--- src/rtl/apb_master_if.sv ---
// apb_master_if: controller command/response channel plus APB bus driven by apb_master
// ports: none; master modport = apb_master view, slave modport = controller and APB slave view
interface apb_master_if #(
  parameter int ADDR_W = 2,
  parameter int DATA_W = 32
);
  logic              cmd_valid;
  logic              cmd_ready;
  logic              cmd_write;
  logic [ADDR_W-1:0] cmd_addr;
  logic [DATA_W-1:0] cmd_wdata;
  logic              rsp_valid;
  logic [DATA_W-1:0] rsp_rdata;
  logic              rsp_err;
  logic              rsp_timeout;
  logic              p_sel;
  logic              p_enable;
  logic              p_write;
  logic [ADDR_W-1:0] p_addr;
  logic [DATA_W-1:0] p_w_data;
  logic              p_ready;
  logic              p_slv_err;
  logic [DATA_W-1:0] p_r_data;
  modport master (
    input  cmd_valid, cmd_write, cmd_addr, cmd_wdata, p_ready, p_slv_err, p_r_data,
    output cmd_ready, rsp_valid, rsp_rdata, rsp_err, rsp_timeout,
           p_sel, p_enable, p_write, p_addr, p_w_data
  );
  modport slave (
    output cmd_valid, cmd_write, cmd_addr, cmd_wdata, p_ready, p_slv_err, p_r_data,
    input  cmd_ready, rsp_valid, rsp_rdata, rsp_err, rsp_timeout,
           p_sel, p_enable, p_write, p_addr, p_w_data
  );
endinterface

--- src/rtl/apb_master.sv ---
// apb_master: APB initiator turning single-shot commands into APB transfers with wait-state timeout
// ports: p_clk bus clock; p_rst sync active-high reset; bus = command in, response out, APB bus out
module apb_master #(
  parameter int ADDR_W  = 2,
  parameter int DATA_W  = 32,
  parameter int TIMEOUT = 16
) (
  input logic         p_clk,
  input logic         p_rst,
  apb_master_if.master bus
);
  typedef enum logic [1:0] {IDLE, SETUP, ACCESS} state_t;
  localparam logic [7:0] TO_LAST = 8'(TIMEOUT == 0 ? 0 : TIMEOUT - 1);
  state_t            state_q;
  logic [7:0]        wait_cnt_q;
  logic              cmd_ready_q, rsp_valid_q, rsp_err_q, rsp_timeout_q;
  logic              p_sel_q, p_enable_q, p_write_q;
  logic [ADDR_W-1:0] p_addr_q;
  logic [DATA_W-1:0] p_w_data_q, rsp_rdata_q;
  always_ff @(posedge p_clk) begin
    if (p_rst) begin
      state_q       <= IDLE;
      wait_cnt_q    <= '0;
      cmd_ready_q   <= 1'b1;
      rsp_valid_q   <= 1'b0;
      rsp_err_q     <= 1'b0;
      rsp_timeout_q <= 1'b0;
      rsp_rdata_q   <= '0;
      p_sel_q       <= 1'b0;
      p_enable_q    <= 1'b0;
      p_write_q     <= 1'b0;
      p_addr_q      <= '0;
      p_w_data_q    <= '0;
    end else begin
      rsp_valid_q <= 1'b0;
      case (state_q)
        IDLE: if (bus.cmd_valid) begin
          state_q     <= SETUP;
          wait_cnt_q  <= '0;
          cmd_ready_q <= 1'b0;
          p_sel_q     <= 1'b1;
          p_enable_q  <= 1'b0;
          p_write_q   <= bus.cmd_write;
          p_addr_q    <= bus.cmd_addr;
          p_w_data_q  <= bus.cmd_write ? bus.cmd_wdata : '0;
        end
        SETUP: begin
          state_q    <= ACCESS;
          p_enable_q <= 1'b1;
        end
        ACCESS: if (bus.p_ready) begin
          state_q       <= IDLE;
          cmd_ready_q   <= 1'b1;
          p_sel_q       <= 1'b0;
          p_enable_q    <= 1'b0;
          rsp_valid_q   <= 1'b1;
          rsp_err_q     <= bus.p_slv_err;
          rsp_timeout_q <= 1'b0;
          rsp_rdata_q   <= p_write_q ? '0 : bus.p_r_data;
        end else begin
          wait_cnt_q <= wait_cnt_q + 8'd1;
          if (TIMEOUT != 0 && wait_cnt_q == TO_LAST) begin
            state_q       <= IDLE;
            cmd_ready_q   <= 1'b1;
            p_sel_q       <= 1'b0;
            p_enable_q    <= 1'b0;
            rsp_valid_q   <= 1'b1;
            rsp_err_q     <= 1'b1;
            rsp_timeout_q <= 1'b1;
            rsp_rdata_q   <= '0;
          end
        end
        default: state_q <= IDLE;
      endcase
    end
  end
  assign bus.cmd_ready   = cmd_ready_q;
  assign bus.rsp_valid   = rsp_valid_q;
  assign bus.rsp_rdata   = rsp_rdata_q;
  assign bus.rsp_err     = rsp_err_q;
  assign bus.rsp_timeout = rsp_timeout_q;
  assign bus.p_sel       = p_sel_q;
  assign bus.p_enable    = p_enable_q;
  assign bus.p_write     = p_write_q;
  assign bus.p_addr      = p_addr_q;
  assign bus.p_w_data    = p_w_data_q;
endmodule

--- src/flat_wrapper.sv ---
// flat-port wrapper written by rule: the top's interface ports become plain ports
module apb_master_flat 
#(
  parameter int ADDR_W  = 2,
  parameter int DATA_W  = 32,
  parameter int TIMEOUT = 16
)
  (p_clk, p_rst, bus_cmd_valid, bus_cmd_write, bus_cmd_addr, bus_cmd_wdata, bus_p_ready, bus_p_slv_err, bus_p_r_data, bus_cmd_ready, bus_rsp_valid, bus_rsp_rdata, bus_rsp_err, bus_rsp_timeout, bus_p_sel, bus_p_enable, bus_p_write, bus_p_addr, bus_p_w_data);
  apb_master_if #(.ADDR_W(ADDR_W), .DATA_W(DATA_W)) bus_i ();
  input logic p_clk;
  input logic p_rst;
  input wire logic [$bits(bus_i.cmd_valid)-1:0] bus_cmd_valid;
  input wire logic [$bits(bus_i.cmd_write)-1:0] bus_cmd_write;
  input wire logic [$bits(bus_i.cmd_addr)-1:0] bus_cmd_addr;
  input wire logic [$bits(bus_i.cmd_wdata)-1:0] bus_cmd_wdata;
  input wire logic [$bits(bus_i.p_ready)-1:0] bus_p_ready;
  input wire logic [$bits(bus_i.p_slv_err)-1:0] bus_p_slv_err;
  input wire logic [$bits(bus_i.p_r_data)-1:0] bus_p_r_data;
  output wire logic [$bits(bus_i.cmd_ready)-1:0] bus_cmd_ready;
  output wire logic [$bits(bus_i.rsp_valid)-1:0] bus_rsp_valid;
  output wire logic [$bits(bus_i.rsp_rdata)-1:0] bus_rsp_rdata;
  output wire logic [$bits(bus_i.rsp_err)-1:0] bus_rsp_err;
  output wire logic [$bits(bus_i.rsp_timeout)-1:0] bus_rsp_timeout;
  output wire logic [$bits(bus_i.p_sel)-1:0] bus_p_sel;
  output wire logic [$bits(bus_i.p_enable)-1:0] bus_p_enable;
  output wire logic [$bits(bus_i.p_write)-1:0] bus_p_write;
  output wire logic [$bits(bus_i.p_addr)-1:0] bus_p_addr;
  output wire logic [$bits(bus_i.p_w_data)-1:0] bus_p_w_data;
  assign bus_i.cmd_valid = bus_cmd_valid;
  assign bus_i.cmd_write = bus_cmd_write;
  assign bus_i.cmd_addr = bus_cmd_addr;
  assign bus_i.cmd_wdata = bus_cmd_wdata;
  assign bus_i.p_ready = bus_p_ready;
  assign bus_i.p_slv_err = bus_p_slv_err;
  assign bus_i.p_r_data = bus_p_r_data;
  assign bus_cmd_ready = bus_i.cmd_ready;
  assign bus_rsp_valid = bus_i.rsp_valid;
  assign bus_rsp_rdata = bus_i.rsp_rdata;
  assign bus_rsp_err = bus_i.rsp_err;
  assign bus_rsp_timeout = bus_i.rsp_timeout;
  assign bus_p_sel = bus_i.p_sel;
  assign bus_p_enable = bus_i.p_enable;
  assign bus_p_write = bus_i.p_write;
  assign bus_p_addr = bus_i.p_addr;
  assign bus_p_w_data = bus_i.p_w_data;
  apb_master #(.ADDR_W(ADDR_W), .DATA_W(DATA_W), .TIMEOUT(TIMEOUT)) u_core (.p_clk(p_clk), .p_rst(p_rst), .bus(bus_i));
endmodule
--- config.mk ---
export PLATFORM = sky130hd
export DESIGN_NAME = apb_master_flat
export DESIGN_NICKNAME = d
export VERILOG_FILES = /design/src/rtl/apb_master_if.sv /design/src/rtl/apb_master.sv /design/src/flat_wrapper.sv
export SDC_FILE = /design/constraint.sdc
export NUM_CORES = 1
export LEC_CHECK = 0
export ABC_CLOCK_PERIOD_IN_PS = 3300
export CAP_MARGIN = 15
export CORE_ASPECT_RATIO = 0.9
export CORE_MARGIN = 1.5
export CORE_UTILIZATION = 30
export DETAILED_ROUTE_END_ITERATION = 10
export HOLD_SLACK_MARGIN = 0.1
export PLACE_DENSITY_LB_ADDON = 0.1
export SYNTH_ARGS = -nofsm -noshare
export SYNTH_HDL_FRONTEND = slang
export SYNTH_SLANG_ARGS = --single-unit
--- constraint.sdc ---
create_clock -name p_clk -period 3.3 [get_ports p_clk]
set_input_delay 0.495 -clock p_clk [delete_from_list [all_inputs] [get_ports p_clk]]
set_output_delay 0.495 -clock p_clk [all_outputs]
set_load 0.05 [all_outputs]
### Word-level counts from Yosys, hierarchy flattened

Index checks and enable logic that the tools add are counted.

* output and inout port bits: 73
* input bits: 72
* register bits after elaboration: 83
* logic and storage cells: 55

* bitwise operators: 1
* muxes and demuxes: 24
* add/sub/neg operators: 1
* equal/unequal tests: 6
* reductions and logical operators: 11

Operator list (count)
* $mux 32: 4
* $mux 8: 2
* $pmux 8 s2: 1
* $mux 1: 10
* $reduce_and 3->1: 3
* $add 8x1->8 const B: 1
* $eq 8x4->1 const B: 1
* $mux 2: 3
* $pmux 2 s3: 1
* $reduce_and 2->1: 3
* $ne 2x2->1 const B: 2
* $pmux 1 s2: 2
* $reduce_bool 2->1: 2
* $ne 3x2->1 const B: 1
* $pmux 1 s3: 1
* $reduce_bool 3->1: 1
* $eq 2x1->1 const B: 1
* $eq 2x2->1 const B: 1
* $logic_not 2->1: 1
* $reduce_or 2->1: 1
* $not 1->1: 1

### Logic depth before layout (Yosys ltp)

* word-level depth: 4
* depth in mapped cells: 5
* gate-level depth less buffers: 4

### Worst setup path after synthesis

Ideal clock, no wire load.

* path type: input-to-reg
* start point: input bus_p_ready
* end point: register u_core.wait_cnt_q[6]
* data arrival time: 1.533 ns
* stages: 4
* library setup time: 0.121 ns
* path buffers: 1
* path slack: 1.646 ns
* data required time: 3.179 ns
* cells stage by stage: or3b_1 buf_6 a211oi_2 mux2_2

* cells in the longest elaborated chain, start to end: 2

RTL lines
* start, declared: line flat_wrapper.sv:16 `input wire logic [$bits(bus_i.p_ready)-1:0] bus_p_ready;`
* $ne 2x2->1 (no line)
* $reduce_and 3->1 (no line)
* end signal, assigned: line apb_master.sv:61 `wait_cnt_q <= wait_cnt_q + 8'd1;`
* end, declared: line apb_master.sv:15 `logic [7:0] wait_cnt_q;`

Every way passes these cells.
A chain may end at the register's enable or synchronous reset.

### Worst setup path in the final report

Same ends and word-level chain as after synthesis.

==> impl_metrics.tcl <==
set metrics [dict create \
    hp-start "u_core.bus.p_addr[1]$_SDFFE_PP0P_" \
    holdCritPathClass "register to register" \
    synth-edff-count 0 \
    ios 145 \
    drt_wl_total_mm 10.73 \
    worstPathRequired_ns 3.52 \
    post_cts_buffers 0 \
    postLayoutCellArea_sq_um 5380 \
    tns_ns 0 \
    hold_buffers 0 \
    min_period_ns 2.144 \
    slew_headroom_pct 25.27 \
    ys_seq_area_share_pct 47.43 \
    cts_tree "built" \
    grt_overflow 0 \
    antenna_found_initial 0 \
    crit_type "primary input to register" \
    grt_pass1_vias 3397 \
    netlist_instances 394 \
    status "complete, no violations" \
    drt_iter0_markers 225 \
    vias_per_cell 5.044 \
    hold_viol 0 \
    hold-path-endpoint "u_core.bus.p_addr[1]$_SDFFE_PP0P_" \
    drive_gt1_share_pct 6.910 \
    setup_slack_ns 1.156 \
    layout_common_cells "143 x clkdlybuf4s50_1, 103 x nand3_1, 83 x dfxtp_1" \
    drv_cap 0 \
    critical_path.max_fanout 13 \
    ys_async_sr_fraction_pct 0 \
    ant_nets 0 \
    ys_warn_count 0 \
    ys_ff_latch 83 \
    period_share_pct 64.96 \
    gp_congestion 0.7816 \
    syn_nets 467 \
    synth-main-ff-cell "dfxtp_1" \
    whs_path_depth 2 \
    die_area_sq_um 12340 \
    dp_hpwl_mm 6.982 \
    insertion_delay_ns 0.33 \
    syn_to_final_growth_pct 53.57 \
    r2r-end "u_core.bus.rsp_rdata[30]$_SDFFE_PP0P_" \
    rsz0062_at_grt "false" \
    setup_viol 0 \
    r2r_slack_ns 1.26 \
    crit_path_start_kind "primary input" \
    worstMarginPinSlew_ns 1.121 \
    die_h_um 105.5 \
    nets 589 \
    synth_top_area_share_pct 47.43 \
    power.total_mw 2.616 \
    portBuffers 144 \
    core_area_sq_um 11390 \
    ys_types 39 \
    achievable-frequency_mhz 466.5 \
    placed_cell_area_sq_um 5042 \
    routedWlPerCell_um 15.85 \
    grt_pass1_wl_mm 17.28 \
    cts_buffer_depth 2 \
    yosys.area.top_type "dfxtp_1" \
    grt_max_degree 39 \
    power_leakage_nw 1.974 \
    pre_cts_ws_ns 0.8113 \
    synthTopCellsByArea "dfxtp_1 47%, nand3_1 15%, a22o_1 8.0%" \
    fp.dieW_um 116.9 \
    num_vias 3415 \
    ctsResizeCount 0 \
    worst_ep_arrival_time_ns 2.36 \
    drt_first_pass_iters 4 \
    grt_usage_pct 17.63 \
    layout_commonest_cell "clkdlybuf4s50_1" \
    synth.avg_cell_area_sq_um 8.892 \
    initial_core_util_pct 30.76 \
    reg2reg_depth 3 \
    clockRootBuffer "clkbuf_16" \
    endpoint_kind "register" \
    htree_levels 3 \
    clkTransAtPathRegs_ns 0.06 \
    numCtsBuffers 9 \
    power_density_nw_per_um2 486.2 \
    reg2reg_from "u_core.wait_cnt_q[4]$_SDFFE_PP0P_" \
    rows 37 \
    vdd_drop_max_mv 0.2388 \
    skew_ns 0.009102 \
    drc 0 \
    finalMaxSlewViolations 0 \
    synthesis.area_sq_um 3503 \
    diodes 0 \
    clock-sinks 83 \
]
[synthesized netlist by cell type (4+ instances only)]
cell,n
a21oi_1,9
a22o_1,32
buf_1,4
buf_2,8
clkbuf_1,29
dfxtp_1,83
inv_1,5
mux2i_1,4
nand2_1,5
nand3_1,103
nor2_1,5
nor3_1,5
nor3b_1,33
o21ai_0,31
o21ai_1,5
or3_1,5
[report_power, final]
part | switching (mW) | internal, mW
clock network | 0.402 | 0.707
registers | 0.0268 | 1.04
logic | 0.256 | 0.181
[metal layers]
metal	global-route usage [%]	vias up	wire length (um)
met1	22.66	1622	4698
met3	4.255	6	557
li1	-	1689	-
met2	29.49	98	5359
met5	0	-	0
met4	4.475	0	113
[through the flow]
| step | std cells | utilization (%) | hold WS, ns |
|---|---|---|---|
| 6_report | 677 | 47.24 | 0.4518 |
| 5_1_grt | 677 | 47.24 | 0.4894 |
| 4_1_cts | 677 | 47.24 | 0.4561 |
| 3_5_place_dp | 661 | 44.28 | 0.4470 |
| 3_3_place_gp | 661 | 44.28 | 0.4413 |
| 2_1_floorplan | 394 | - | 0.4632 |
[area by class of cell]
type	instances	area, sq um
tap	156	195.2
sequential	83	1662
timing repair buffer	153	1516
fill	1126	6008
clock buffer	11	252.7
multi-input combinational	264	1650
inverter	5	18.77
clock inverter	5	85.08
[worst max-delay path by stage]
stage / startpoint / endpoint / slack, ns / depth (start not counted)
6_report: bus_p_ready / u_core.wait_cnt_q[6]$_SDFFE_PP0P_ / 1.16 / 4
5_1_grt: u_core.wait_cnt_q[4]$_SDFFE_PP0P_ / u_core.bus.rsp_rdata[30]$_SDFFE_PP0P_ / 1.06 / 3
4_1_cts: bus_p_ready / u_core.wait_cnt_q[6]$_SDFFE_PP0P_ / 1.17 / 4
3_5_place_dp: bus_p_ready / u_core.wait_cnt_q[6]$_SDFFE_PP0P_ / 0.81 / 4
3_3_place_gp: bus_p_ready / u_core.wait_cnt_q[6]$_SDFFE_PP0P_ / 0.86 / 4
2_1_floorplan: bus_p_ready / u_core.wait_cnt_q[6]$_SDFFE_PP0P_ / 1.65 / 4
[worst max-delay path, stage by stage]
cell and delay, ns:
clkdlybuf4s50_1 0.63, or3b_1 0.61, a211oi_2 0.28, mux2_2 0.35
[state kept, by name, indices dropped and copies added (netlist names)]
register,count
u_core.bus.cmd_ready,1
u_core.bus.p_addr,2
u_core.bus.p_enable,1
u_core.bus.p_sel,1
u_core.bus.p_w_data,32
u_core.bus.p_write,1
u_core.bus.rsp_err,1
u_core.bus.rsp_rdata,32
u_core.bus.rsp_timeout,1
u_core.bus.rsp_valid,1
u_core.state_q,2
u_core.wait_cnt_q,8
[cells by family after synthesis]
| kind of cell | count (synthesis) | share of synthesized area [%] |
|---|---|---|
| AO/OA/AOI/OAI | 88 | 17.79 |
| flip-flops | 83 | 47.43 |
| adder cells (fa/ha/maj) | 1 | 0.3571 |
| AND/OR/NAND/NOR | 170 | 27.43 |
| buffers and inverters | 47 | 5.536 |
| multiplexers | 5 | 1.464 |
No activity file was read; power rests on OpenSTA's default activity.
